===== config.mk =====
export PLATFORM = sky130hd
export DESIGN_NAME = paddle_array
export DESIGN_NICKNAME = d
export VERILOG_FILES = /design/src/rtl/paddle_array.sv
export SDC_FILE = /design/constraint.sdc
export NUM_CORES = 1
export LEC_CHECK = 0
export BUFFER_PORTS_ARGS = -buffer_cell sky130_fd_sc_hd__buf_2
export CAP_MARGIN = 10
export CORE_MARGIN = 10
export CORE_UTILIZATION = 45
export CTS_BUF_LIST = sky130_fd_sc_hd__clkbuf_4
export CTS_CLUSTER_DIAMETER = 50
export DETAILED_ROUTE_END_ITERATION = 7
export PLACE_DENSITY = 0.62
export SLEW_MARGIN = 20
export SYNTH_ARGS = -nofsm -noshare
export SYNTH_HDL_FRONTEND = slang
export SYNTH_SLANG_ARGS = --single-unit

===== constraint.sdc =====
create_clock -name clock -period 3.85 [get_ports clock]
set_input_delay 0.77 -clock clock [delete_from_list [all_inputs] [get_ports clock]]
set_output_delay 0.77 -clock clock [all_outputs]
set_load 0.01 [all_outputs]

===== src/rtl/paddle_array.sv =====
// -----------------------------------------------------------------------------
// paddle_array
//
// A row of independent paddles. Each paddle has a left-edge position that
// moves left or right on movement ticks while a key is held. Holding the same
// direction accelerates from a slow step to a fast step after ACCEL_TICKS
// ticks. The position is clamped to the legal field range.
//
// Ports
//   clock          : single clock, all state on the rising edge
//   reset          : asynchronous, active-low reset
//   tick           : one-cycle movement strobe; nothing changes without it
//   key_left[i]    : paddle i move-left request (level)
//   key_right[i]   : paddle i move-right request (level)
//   paddle_left    : registered left edges, paddle i at [i*POS_W +: POS_W]
//   paddle_centre  : left + PADDLE_LEN/2 - 1, same packing (combinational)
//   moving[i]      : 1 when paddle i moved on the last tick (registered)
//   at_limit[i]    : 1 when paddle i sits at 0 or FIELD_MAX-PADDLE_LEN
//   state_dbg      : FSM state of paddle i at [2*i +: 2]
//                    (0 = IDLE, 1 = SLOW, 2 = FAST)
//
// Handshake: there is no valid/ready pair here. tick acts as a one-cycle
// qualifier; keys are sampled only on rising edges where tick is 1.
// -----------------------------------------------------------------------------
module paddle_array #(
    parameter int NUM_PADDLES = 2,
    parameter int POS_W       = 8,
    parameter int PADDLE_LEN  = 40,
    parameter int FIELD_MAX   = 240,
    parameter int INIT_LEFT   = 100,
    parameter int SLOW_STEP   = 1,
    parameter int FAST_STEP   = 4,
    parameter int ACCEL_TICKS = 8
) (
    input  logic                           clock,
    input  logic                           reset,
    input  logic                           tick,
    input  logic [NUM_PADDLES-1:0]         key_left,
    input  logic [NUM_PADDLES-1:0]         key_right,
    output logic [NUM_PADDLES*POS_W-1:0]   paddle_left,
    output logic [NUM_PADDLES*POS_W-1:0]   paddle_centre,
    output logic [NUM_PADDLES-1:0]         moving,
    output logic [NUM_PADDLES-1:0]         at_limit,
    output logic [NUM_PADDLES*2-1:0]       state_dbg
);

    // Parameter legality, reported at elaboration.
    if (!(PADDLE_LEN <= FIELD_MAX && FIELD_MAX < (1 << POS_W))) begin : g_bad_field
        $error("paddle_array: require PADDLE_LEN <= FIELD_MAX < 2**POS_W");
    end
    if (!(FAST_STEP >= SLOW_STEP && SLOW_STEP >= 1)) begin : g_bad_step
        $error("paddle_array: require FAST_STEP >= SLOW_STEP >= 1");
    end

    typedef enum logic [1:0] {
        ST_IDLE = 2'd0,
        ST_SLOW = 2'd1,
        ST_FAST = 2'd2
    } state_t;

    localparam int CNT_W = $clog2(ACCEL_TICKS + 1);
    // Two extra bits: one for the carry past 2^POS_W-1, one for the sign
    // when stepping below zero. Clamping happens in this wider domain.
    localparam int EXT_W = POS_W + 2;

    localparam logic [POS_W-1:0] MAX_LEFT    = POS_W'(FIELD_MAX - PADDLE_LEN);
    localparam logic [POS_W-1:0] RESET_LEFT  = POS_W'(INIT_LEFT);
    localparam logic [POS_W-1:0] CENTRE_OFS  = POS_W'(PADDLE_LEN / 2 - 1);
    localparam logic [POS_W-1:0] SLOW_W      = POS_W'(SLOW_STEP);
    localparam logic [POS_W-1:0] FAST_W      = POS_W'(FAST_STEP);
    localparam logic [CNT_W-1:0] ACCEL_W     = CNT_W'(ACCEL_TICKS);
    localparam logic [CNT_W-1:0] CNT_ONE     = CNT_W'(1);

    for (genvar i = 0; i < NUM_PADDLES; i++) begin : g_paddle
        state_t             state_q, state_d;
        logic               dir_q, dir_d;      // 1 = right, 0 = left
        logic [CNT_W-1:0]   cnt_q, cnt_d;
        logic [POS_W-1:0]   left_q, left_d;
        logic               moving_q;
        logic               req_l, req_r, req_any;
        logic [POS_W-1:0]   step;
        logic signed [EXT_W-1:0] pos_ext, step_ext, sum, max_ext;

        // Both keys pressed cancel out to NONE.
        assign req_l   = key_left[i]  & ~key_right[i];
        assign req_r   = key_right[i] & ~key_left[i];
        assign req_any = req_l | req_r;

        // State register; every register is gated by tick.
        always_ff @(posedge clock or negedge reset) begin
            if (!reset) begin
                state_q  <= ST_IDLE;
                dir_q    <= 1'b0;
                cnt_q    <= '0;
                left_q   <= RESET_LEFT;
                moving_q <= 1'b0;
            end else if (tick) begin
                state_q  <= state_d;
                dir_q    <= dir_d;
                cnt_q    <= cnt_d;
                left_q   <= left_d;
                moving_q <= (left_d != left_q);
            end
        end

        // Next-state logic. A limit hit does not touch state or counter.
        always_comb begin
            state_d = state_q;
            dir_d   = dir_q;
            cnt_d   = cnt_q;
            if (!req_any) begin
                state_d = ST_IDLE;
                cnt_d   = '0;
            end else if (state_q == ST_IDLE || dir_q != req_r) begin
                // Fresh press or reversal restarts acceleration.
                state_d = ST_SLOW;
                dir_d   = req_r;
                cnt_d   = CNT_ONE;
            end else if (state_q == ST_SLOW && cnt_q < ACCEL_W) begin
                cnt_d   = cnt_q + CNT_ONE;
            end else begin
                // Counter has reached ACCEL_TICKS and stays there.
                state_d = ST_FAST;
            end
        end

        // Output logic: step size from the state being entered, then the
        // clamped next position.
        always_comb begin
            step = '0;
            if (req_any) begin
                step = (state_d == ST_FAST) ? FAST_W : SLOW_W;
            end
            pos_ext  = $signed({2'b00, left_q});
            step_ext = $signed({2'b00, step});
            max_ext  = $signed({2'b00, MAX_LEFT});
            sum      = dir_d ? (pos_ext + step_ext) : (pos_ext - step_ext);
            if (!req_any) begin
                left_d = left_q;
            end else if (sum < 0) begin
                left_d = '0;
            end else if (sum > max_ext) begin
                left_d = MAX_LEFT;
            end else begin
                left_d = sum[POS_W-1:0];
            end
        end

        assign paddle_left[i*POS_W +: POS_W]   = left_q;
        assign paddle_centre[i*POS_W +: POS_W] = left_q + CENTRE_OFS;
        assign moving[i]                       = moving_q;
        assign at_limit[i]                     = (left_q == '0) || (left_q == MAX_LEFT);
        assign state_dbg[2*i +: 2]             = state_q;
    end

endmodule


==> run_results.csv, run 1 <==
group,metric,value,unit
status,status,"complete, no violations",
critical_path,path_class,"input port to flop",
timing,max_freq,0.280,GHz
cells_and_area,nFillCells,648,
clock_tree,clk_pin_slew,0.10,ns
timing,hold_viol_final,0,
timing,setup_tns,0,ns
clock_tree,cts_max_path_buffers,2,
logic_synthesis,yosys_warnings,0,
timing,finalCritPeriodShare,92.7,%
grt,antenna_found_initial,0,
critical_path,path_max_fanout,5,
die,num_rows,30,
timing,skew,0.0163,ns
cells_and_area,area_growth,15.0,%
cells_and_area,final_util,52.5,%
cells_and_area,fin_cells,516,
placed_design,hpwl,6.56,mm
logic_synthesis,async_flop_share,100,%
pwr,pwr-share-comb,66.4,%
cells_and_area,final_common_cell,"buf_2",
logic_synthesis,synthDistinctLibCells,73,
timing,max_slew_margin,49.0,%
cells_and_area,multiInputGateArea,2070,sq um
grt,grt_max_degree,33,
cells_and_area,n_antenna_cell,0,
worst_hold_path,hold_path_class,"input port to async pin",
timing,holdWs,0.496,ns
cells_and_area,final_cell_area,3530,sq um
clock_tree,cts_setup_buffers,0,
clock_tree,ctsHoldBuffers,0,
detailed_routing,first_iter_violations,174,
timing,drv_slew,0,
pwr,power_density,783,nW/um^2
critical_path,critPathLaunch,"key_left[1]",
detailed_routing,drcViolationCount,0,
timing,post-route-min-period,3.57,ns
critical_path,r2r_start,"g_paddle[0].dir_q$_DFFE_PN0P_",
clock_tree,cts-root-buf,"clkbuf_4",
cells_and_area,layout-drive-gt1-share,23.9,%
logic_synthesis,syn_avg_cell_area,8.07,sq um
clock_tree,cts_tree,"yes",
detailed_routing,drtPass1Iterations,5,
clock_tree,clock_sinks,32,
logic_synthesis,synth-seq-cells,32,
grt,grt_first_pass_wirelength,14.1,mm
cells_and_area,fin_nets,461,
logic_synthesis,synth_area,3070,sq um
pwr,switching_share,51.0,%
critical_path,cp.required,4.11,ns
pwr,vdd_ir_drop_max,0.000261,V
placed_design,place_area,3470,sq um
timing,rsz0062_at_grt,"false",
logic_synthesis,synth_seq_area_share,26.3,%
die,pin_count,47,
pwr,leakage,1.66,nW
placed_design,gp_congestion,0.961,
pwr,clockPowerShare,7.2,%
run,drv_cap,0,
detailed_routing,avgRoutedWirePerCell,16.6,um
grt,gr-usage-all-layers,16.6,%
die,die_h,103,um
critical_path,crit_path_start_kind,"input port",
die,coreArea,6720,sq um
cells_and_area,register_area,808,sq um
logic_synthesis,syn_nets,406,
pwr,p_int,0.00135,W
critical_path,crit_arrival,3.83,ns
die,die-area,10500,sq um
logic_synthesis,synth_edf_count,0,
clock_tree,clk_latency,0.34,ns
logic_synthesis,synthCells,380,
grt,grt_pass1_vias,2764,
pwr,p_seq_share,26.5,%
placed_design,place.port_buffers,46,
clock_tree,htree_levels,2,
clock_tree,cts_buffers,5,
detailed_routing,wl,8.56,mm
timing,setup_viol,0,
grt,overflow,0,
cells_and_area,layout_common_cells,"buf_2, nand2_1, nor2_1, dfrtp_1, buf_4",
detailed_routing,via_count,3039,
detailed_routing,ant_nets,0,
die,fp.dieW,103,um
clock_tree,cts_resized,0,
logic_synthesis,ys.flop_type,"dfrtp_1",
critical_path,endpoint_kind,"flop",
pwr,switchingPower,0.00141,W
die,initial_core_util,45.7,%
placed_design,placed_cells,508,
timing,worstMarginPinSlew,0.766,ns
detailed_routing,viasPerCell,5.89,
synthesized netlist by cell type, types with 2 or more instances:
library cell,instances,area (sq um)
o2111ai_1,2,17.5
a21o_1,4,30.0
and4_1,3,26.3
o21ai_0,17,85.1
nand4_1,5,31.3
nor2b_1,4,25.0
mux2i_1,4,40.0
a22oi_1,2,15.0
o21ai_1,5,25.0
nand2b_1,7,43.8
o221ai_1,2,17.5
buf_4,2,15.0
buf_6,2,22.5
inv_1,22,82.6
a21oi_1,23,115
or4b_2,2,20.0
and3_1,3,18.8
o2bb2ai_1,4,35.0
xor2_1,8,70.1
clkbuf_1,13,48.8
a211o_1,2,17.5
o211ai_1,4,30.0
nand3b_1,2,15.0
nor2_1,39,146
a22o_1,5,43.8
nand3_1,8,40.0
and2_1,2,12.5
mux2_2,4,45.0
buf_2,4,20.0
a32o_1,3,30.0
dfrtp_1,26,651
o22ai_1,8,50.1
dfstp_2,6,158
o21a_1,4,30.0
nor3_1,10,50.1
ha_1,19,238
a31oi_1,8,50.1
or3_1,3,18.8
xnor2_1,13,114
nand2_1,42,158
o2111a_1,2,22.5
kinds of logic (layout without fill, tap and decap cells):
kind of cell / after synthesis / after routing / share of synthesized area, %
compound gates: 117 / 117 / 28.3
xor+xnor: 21 / 21 / 6.00
fa+ha+maj: 19 / 19 / 7.75
buf+inv: 45 / 101 / 6.40
flops: 32 / 32 / 26.3
mux: 10 / 10 / 4.00
simple gates: 136 / 136 / 21.2
metrics by stage:
stage	setup WS, ns	power, W
6_report	0.279	0.00276
5_1_grt	0.106	0.00303
4_1_cts	0.320	0.00278
3_5_place_dp	-0.0512	0.00257
3_3_place_gp	0.0482	0.00255
2_1_floorplan	0.0222	0.00195
power groups by stage:
stage / sequential, W / clock [W] / combinational [W]
2_1_floorplan: 0.000607 / 0 / 0.00134
3_3_place_gp: 0.000733 / 0 / 0.00182
3_5_place_dp: 0.000739 / 0 / 0.00183
4_1_cts: 0.000733 / 0.000205 / 0.00184
5_1_grt: 0.000769 / 0.000221 / 0.00204
6_report: 0.000732 / 0.000198 / 0.00183
worst max-delay path, cell delays in order:
cell and delay, ns:
buf_2 0.07, inv_1 0.04, ha_1 0.20, xor2_1 0.17, nor2_1 0.19, nand2_1 0.12, ha_1 0.42, inv_1 0.08
a31o_2 0.27, a32oi_4 0.33, xor2_1 0.22, o211ai_1 0.11, a21o_1 0.24, or2_1 0.31, o21ai_1 0.16, o2bb2ai_1 0.12
area by class of cell:
cell class | count | share of cell area [%]
well taps | 80 | 2.84
clock buffers | 5 | 1.06
clock inverters | 3 | 0.532
flip-flops and latches | 32 | 22.9
repair buffers | 70 | 11.6
inverters | 23 | 2.45
multi-input cells | 303 | 58.6
registers in the layout, summed over array words and instances, names as in the netlist:
name	count
g_paddle.state_q	4
g_paddle.cnt_q	8
g_paddle.moving_q	2
g_paddle.dir_q	2
g_paddle.left_q	16
path summary, 6_finish.rpt:
check                                                     to  slack [ns]  depth (start not counted)
min in group clock          g_paddle[1].cnt_q[2]$_DFFE_PN0P_        0.50                          1
setup / recovery           g_paddle[1].left_q[4]$_DFFE_PN0P_        0.28                         16
max in group asynchronous  g_paddle[1].left_q[7]$_DFFE_PN0P_        2.86                          1
hold / removal                 g_paddle[0].dir_q$_DFFE_PN0P_        0.50                          1
setup reg to reg            g_paddle[0].moving_q$_DFFE_PN0P_        0.61                         12
hold reg to reg             g_paddle[1].cnt_q[2]$_DFFE_PN0P_        0.50                          1
metal layers:
metal  up-vias  wire length, um  global-route usage [%]
li1       1501                -                       -
met1      1424             4030                    24.4
met2       108             3780                    23.6
met3         6              668                    3.69
met4         0               77                    4.34
met5         -                0                       0
(Power assumes the default switching activity.)
==> run 2: changes to the inputs <==
--- a/config.mk
+++ b/config.mk
@@ -13,6 +13,7 @@
 export CTS_CLUSTER_DIAMETER = 50
 export DETAILED_ROUTE_END_ITERATION = 7
 export PLACE_DENSITY = 0.62
+export REMOVE_ABC_BUFFERS = 1
 export SLEW_MARGIN = 20
 export SYNTH_ARGS = -nofsm -noshare
 export SYNTH_HDL_FRONTEND = slang
==> run 2 against run 1 <==
Against the previous run:
- register-to-register slack got worse by 0.07 ns
- design area is 3.5% higher
- largest power group unchanged
- combinational power increased by 5%
- maximum frequency decreased by 1.4%
- core utilization is 1.8 points higher
- clock skew up 0.0012 ns
==> run_results.csv, run 2 (synthesis gave the netlist of run 1 again) <==
group,metric,value,unit
die,pin_count,47,
clock_tree,cts_max_path_buffers,2,
critical_path,path_cells,"buf_2 > inv_1 > ha_1 > xor2_1 > or3_1 > ha_4 > and3b_1 > o21a_1 > buf_4 > a31oi_1 > o22ai_1 > o311ai_2 > nor2_1 > o41ai_1 > a41o_1 > o31ai_1",
grt,grtUsageMet1,22.4,%
clock_tree,cts-root-buf,"clkbuf_4",
critical_path,path_max_fanout,4,
cells_and_area,area_growth,19.1,%
detailed_routing,ant_nets,0,
grt,grt_busiest_layer,"met2",
timing,drv_slew,0,
die,die-area,10500,sq um
cells_and_area,top_regs,"g_paddle.left_q (16), g_paddle.cnt_q (8), g_paddle.state_q (4)",
timing,max_slew_margin,49.8,%
cells_and_area,multiInputGateArea,2100,sq um
worst_hold_path,hold_path_class,"input port to async pin",
critical_path,cp.required,4.07,ns
critical_path,crit_path_start_kind,"input port",
cells_and_area,nFillCells,666,
cells_and_area,n_antenna_cell,0,
clock_tree,cts_buffers,5,
pwr,switching_share,50.7,%
clock_tree,clk_pin_slew,0.11,ns
placed_design,gp_congestion,0.958,
timing,post-route-min-period,3.62,ns
grt,met3_usage,3.42,%
detailed_routing,wl,8.78,mm
clock_tree,cts_tree,"yes",
timing,finalCritPeriodShare,94.1,%
detailed_routing,via_count,3155,
detailed_routing,avgRoutedWirePerCell,16.6,um
pwr,leakage,1.72,nW
die,fp.dieW,103,um
cells_and_area,fin_nets,473,
clock_tree,cts_resized,0,
detailed_routing,first_iter_violations,168,
die,die_h,103,um
pwr,power_density,781,nW/um^2
cells_and_area,register_area,808,sq um
detailed_routing,viasPerCell,5.98,
grt,overflow,0,
clock_tree,htree_levels,2,
critical_path,cp_slowest_cell,"o41ai_1",
grt,gr-usage-all-layers,17.1,%
cells_and_area,final_cell_area,3650,sq um
timing,hold_viol_final,0,
clock_tree,ctsHoldBuffers,0,
timing,worstMarginPinSlew,0.753,ns
critical_path,path_class,"input port to flop",
placed_design,place.port_buffers,46,
cells_and_area,largest_reg_flops,16,
die,coreArea,6720,sq um
pwr,pwr-share-comb,67.3,%
timing,skew,0.0175,ns
cells_and_area,final_common_cell,"buf_2",
timing,max_freq,0.276,GHz
clock_tree,cts_setup_buffers,0,
timing,setup_viol,0,
timing,setup_tns,0,ns
grt,met2_usage,27.9,%
clock_tree,clk_latency,0.33,ns
cells_and_area,layout-drive-gt1-share,27.0,%
cells_and_area,regMostFlops,"g_paddle.left_q",
status,status,"complete, no violations",
grt,grt_max_degree,33,
cells_and_area,layout_common_cells,"buf_2, nand2_1, nor2_1, buf_4, dfrtp_1",
pwr,p_seq_share,25.8,%
pwr,vdd_ir_drop_max,0.000422,V
placed_design,place_area,3560,sq um
pwr,switchingPower,0.00145,W
pwr,clockPowerShare,6.9,%
critical_path,crit_arrival,3.84,ns
grt,grt_first_pass_wirelength,14.8,mm
grt,grt_pass1_vias,3039,
placed_design,hpwl,6.78,mm
run,drv_cap,0,
die,initial_core_util,45.7,%
die,num_rows,30,
critical_path,endpoint_kind,"flop",
detailed_routing,drtPass1Iterations,5,
detailed_routing,drcViolationCount,0,
pwr,p_int,0.00141,W
critical_path,slowest_delay,0.45,ns
grt,antenna_found_initial,0,
clock_tree,clock_sinks,32,
run 2: cell types whose count changed in the layout (fill, tap and decap cells not counted), sizes merged:
cell	previous run	this run
buf	70	82
clkinvlp	0	1
clkinv	3	1
clkbuf	5	6
run 2: worst max-delay path, delay by kind of cell:
kind,cells,cell delay [ns]
buffers and inverters,3,0.24
adders and majority gates,2,0.54
AOI/OAI and AO/OA,7,1.41
xor gates and xnor gates,1,0.18
and+or+nand+nor,3,0.69
run 2: power by group through the flow:
stage,clock network [W],registers (W),logic [W]
floorplan,0,0.000699,0.00119
global placement,0,0.000732,0.00187
detailed placement,0,0.000733,0.00189
CTS,0.000208,0.000728,0.00190
global route,0.000223,0.000767,0.00212
finish,0.000198,0.000735,0.00192
run 2: layer usage:
metal	vias to the layer above	routed length, um
li1	1532	-
met1	1519	4150
met2	96	4040
met3	8	476
met4	0	117
met5	-	0
run 2: metrics by stage:
step           utilization, %  std cells  total power, W  setup slack [ns]  hold slack [ns]
2_1_floorplan               -        358         0.00189           0.00708            0.450
3_3_place_gp             53.0        520         0.00260           -0.0675            0.469
3_5_place_dp             53.0        520         0.00262           -0.0999            0.480
4_1_cts                  53.8        528         0.00284             0.221            0.496
5_1_grt                  54.4        528         0.00311          -0.00748            0.508
6_report                 54.4        528         0.00285             0.228            0.500
run 2: worst paths after layout:
kind                       cells past startpoint                             start                                 to  slack [ns]
setup / recovery                              16                       key_left[0]   g_paddle[0].moving_q$_DFFE_PN0P_        0.23
hold / removal                                 1                             reset  g_paddle[0].left_q[3]$_DFFE_PN0P_        0.50
setup reg to reg                              13     g_paddle[0].dir_q$_DFFE_PN0P_   g_paddle[0].moving_q$_DFFE_PN0P_        0.54
hold reg to reg                                1  g_paddle[1].cnt_q[2]$_DFFE_PN0P_   g_paddle[1].cnt_q[2]$_DFFE_PN0P_        0.50
max in group asynchronous                      1                             reset  g_paddle[1].left_q[1]$_DFFE_PN0P_        2.86
min in group clock                             1  g_paddle[1].cnt_q[2]$_DFFE_PN0P_   g_paddle[1].cnt_q[2]$_DFFE_PN0P_        0.50
run 2: area by class of cell:
type                            count  area share [%]
Multi-Input combinational cell    303            57.5
Sequential cell                    32            22.1
Timing Repair Buffer               82            13.7
Tap cell                           80            2.74
Inverter                           23            2.36
Clock buffer                        6            1.23
Clock inverter                      2           0.342
==> run 3: changes to the inputs <==
--- a/config.mk
+++ b/config.mk
@@ -5,6 +5,7 @@
 export SDC_FILE = /design/constraint.sdc
 export NUM_CORES = 1
 export LEC_CHECK = 0
+export ABC_AREA = 1
 export BUFFER_PORTS_ARGS = -buffer_cell sky130_fd_sc_hd__buf_2
 export CAP_MARGIN = 10
 export CORE_MARGIN = 10
@@ -12,8 +13,9 @@
 export CTS_BUF_LIST = sky130_fd_sc_hd__clkbuf_4
 export CTS_CLUSTER_DIAMETER = 50
 export DETAILED_ROUTE_END_ITERATION = 7
-export PLACE_DENSITY = 0.62
+export PLACE_DENSITY = 0.61
 export REMOVE_ABC_BUFFERS = 1
+export SKIP_LAST_GASP = 1
 export SLEW_MARGIN = 20
 export SYNTH_ARGS = -nofsm -noshare
 export SYNTH_HDL_FRONTEND = slang
==> run 3 against run 2 <==
Against the previous run:
- synthesized cell count up 34%
- sequential power down 9.3%
- sequential cell count unchanged
- via count up 6.3%
- core utilization down 1.2 points
- largest power group unchanged
- die area up 3.9%
- highest routed layer unchanged
- hold slack worse by 0.039 ns
==> run_results.csv, run 3 <==
group,metric,value,unit
status,status,"complete, no violations",
logic_synthesis,synth_seq_area_share,25.1,%
timing,setup_ws,0.411,ns
clock_tree,cts-root-buf,"clkbuf_4",
grt,grt_max_degree,33,
detailed_routing,drtPass1Iterations,5,
timing,hold_viol_final,0,
cells_and_area,regMostFlops,"g_paddle.left_q",
placed_design,place_area,3560,sq um
pwr,leakage,1.98,nW
detailed_routing,via_count,3355,
grt,antenna_found_initial,0,
critical_path,endpoint_kind,"flop",
placed_design,dp_slack,-0.0838,ns
die,coreArea,6870,sq um
timing,max_freq,0.291,GHz
logic_synthesis,synth_top_area_cell,"dfrtp_1",
clock_tree,cts_buffers,5,
clock_tree,cts_tree,"yes",
critical_path,path_class,"input port to flop",
placed_design,gp_congestion,0.933,
clock_tree,clk_pin_slew,0.11,ns
logic_synthesis,ys_top_cells_by_count,"nand2_1, inv_1, nor2_1",
critical_path,path_max_fanout,6,
timing,finalCritPeriodShare,89.3,%
cells_and_area,final_util,53.2,%
logic_synthesis,synth-seq-cells,32,
cells_and_area,layout-drive-gt1-share,18.4,%
logic_synthesis,ys_top_cells_by_area,"dfrtp_1, nand2_1, ha_1, inv_1, nand3_1",
pwr,switchingPower,0.00154,W
logic_synthesis,synth_edf_count,0,
logic_synthesis,synth_area,3220,sq um
pwr,pwr-share-comb,67.6,%
timing,skew,0.00943,ns
cells_and_area,layout_common_cells,"nand2_1, inv_1, nor2_1, nand3_1, buf_2",
critical_path,crit_path_start_kind,"input port",
logic_synthesis,ys.flop_type,"dfrtp_1",
placed_design,place.port_buffers,46,
detailed_routing,avgRoutedWirePerCell,13.4,um
timing,worstMarginPinSlew,0.693,ns
pwr,clockPowerShare,9.2,%
critical_path,r2r_start,"g_paddle[1].dir_q$_DFFE_PN0P_",
pwr,power_density,785,nW/um^2
pwr,p_seq_share,23.3,%
cells_and_area,final_cell_area,3660,sq um
timing,setup_viol,0,
pwr,switching_share,53.8,%
critical_path,r2r-end,"g_paddle[1].moving_q$_DFFE_PN0P_",
die,die-area,10900,sq um
critical_path,cp.required,4.09,ns
die,num_rows,30,
detailed_routing,first_iter_violations,174,
clock_tree,clock_sinks,32,
logic_synthesis,synthCells,508,
cells_and_area,final_common_cell,"nand2_1",
clock_tree,htree_levels,2,
logic_synthesis,yosysMostFrequentCell,"nand2_1",
worst_hold_path,hold_path_class,"input port to async pin",
die,initial_core_util,46.8,%
critical_path,crit_arrival,3.68,ns
clock_tree,clk_latency,0.34,ns
timing,drv_slew,0,
logic_synthesis,async_flop_share,100,%
clock_tree,cts_setup_buffers,0,
detailed_routing,viasPerCell,5.12,
run,drv_cap,0,
timing,post-route-min-period,3.44,ns
detailed_routing,wl,8.78,mm
timing,holdWs,0.460,ns
cells_and_area,fin_nets,584,
cells_and_area,top_regs,"g_paddle.left_q (16), g_paddle.cnt_q (8), g_paddle.state_q (4)",
pwr,fin_total_pwr,0.00287,W
die,pin_count,47,
grt,grt_first_pass_wirelength,14.6,mm
critical_path,r2r_cells,23,
cells_and_area,n_antenna_cell,0,
grt,grt_pass1_vias,3071,
logic_synthesis,yosys.area.top_type_share,20.2,%
pwr,p_int,0.00133,W
clock_tree,cts_max_path_buffers,2,
logic_synthesis,yosys_warnings,0,
cells_and_area,nFillCells,746,
timing,max_slew_margin,53.8,%
die,fp.dieW,105,um
die,die_h,105,um
detailed_routing,ant_nets,0,
critical_path,reg2reg_slack,0.74,ns
detailed_routing,drcViolationCount,0,
grt,gr-usage-all-layers,15.4,%
pwr,vdd_ir_drop_max,0.000313,V
cells_and_area,area_growth,13.6,%
cells_and_area,largest_reg_flops,16,
grt,overflow,0,
logic_synthesis,syn_avg_cell_area,6.33,sq um
timing,rsz0062_at_grt,"false",
placed_design,hpwl,6.97,mm
logic_synthesis,synthDistinctLibCells,35,
==> run 3: layout make-up <==
| class | count | area, sq um | share of cell area, % |
|---|---|---|---|
| inverter | 70 | 265 | 7.26 |
| tap | 96 | 120 | 3.29 |
| timing repair buffer | 60 | 335 | 9.17 |
| clock buffer | 5 | 37.5 | 1.03 |
| clock inverter | 3 | 42.5 | 1.16 |
| multi-input combinational | 389 | 2050 | 56.0 |
| sequential | 32 | 808 | 22.1 |
==> run 3: stage by stage <==
step | instances | setup TNS (ns)
floorplan | 491 | 0
global placement | 647 | -0.0617
detailed placement | 647 | -0.0838
CTS | 655 | 0
global route | 655 | 0
finish | 655 | 0
==> run 3: logic make-up after synthesis <==
family	Yosys count	share of synthesized area, %
and+or+nand+nor	291	40.0
buffers and inverters	87	11.9
AOI/OAI and AO/OA	62	10.9
DFF	32	25.1
adders and majority gates	19	7.39
xor gates and xnor gates	17	4.63
==> run 3: critical path: stages <==
cell and delay [ns]:
buf_2 0.07, inv_1 0.05, ha_1 0.20, xor2_1 0.16, nor2_1 0.13, inv_1 0.09, a31oi_1 0.14, inv_1 0.10
nor2_2 0.11, inv_1 0.10, ha_4 0.25, inv_1 0.09, nand2_1 0.07, nand2_1 0.11, nand3_2 0.09, or2_1 0.28
nand3_4 0.10, nand2_2 0.06, nand2_1 0.06, nand3_1 0.06, nor2_1 0.15, nand3_1 0.11, nor2_1 0.12, nand2_1 0.06
nor2_1 0.09, nor2_1 0.05
==> run 3: worst max-delay path by stage <==
stage | start | end | cells past startpoint
CTS | key_left[1] | g_paddle[1].moving_q$_DFFE_PN0P_ | 26
floorplan | key_left[0] | g_paddle[0].moving_q$_DFFE_PN0P_ | 25
global route | key_left[1] | g_paddle[1].moving_q$_DFFE_PN0P_ | 27
global placement | key_left[1] | g_paddle[1].moving_q$_DFFE_PN0P_ | 26
detailed placement | key_left[1] | g_paddle[1].moving_q$_DFFE_PN0P_ | 26
finish | key_left[1] | g_paddle[1].moving_q$_DFFE_PN0P_ | 26
==> run 3: power by group through the flow <==
| stage | logic (W) | registers (W) | clock network [W] |
|---|---|---|---|
| after floorplan | 0.00130 | 0.000654 | 0 |
| after global placement | 0.00191 | 0.000667 | 0 |
| after detailed placement | 0.00192 | 0.000668 | 0 |
| after CTS | 0.00193 | 0.000662 | 0.000267 |
| after global routing | 0.00221 | 0.000689 | 0.000281 |
| final | 0.00194 | 0.000667 | 0.000263 |
==> run 3: per-layer routing <==
| layer | track usage [%] | vias up | wire length (um) |
|---|---|---|---|
| li1 | - | 1737 | - |
| met1 | 21.6 | 1508 | 4390 |
| met2 | 23.5 | 100 | 3720 |
| met3 | 3.44 | 10 | 601 |
| met4 | 2.98 | 0 | 76 |
| met5 | 0 | - | 0 |
==> run 3: what timing repair did <==
item	4_1_cts	5_1_grt
gates resized for setup	0	4
endpoints found under the setup margin	0	1
hold endpoints to repair	0	0
hold buffers	0	0
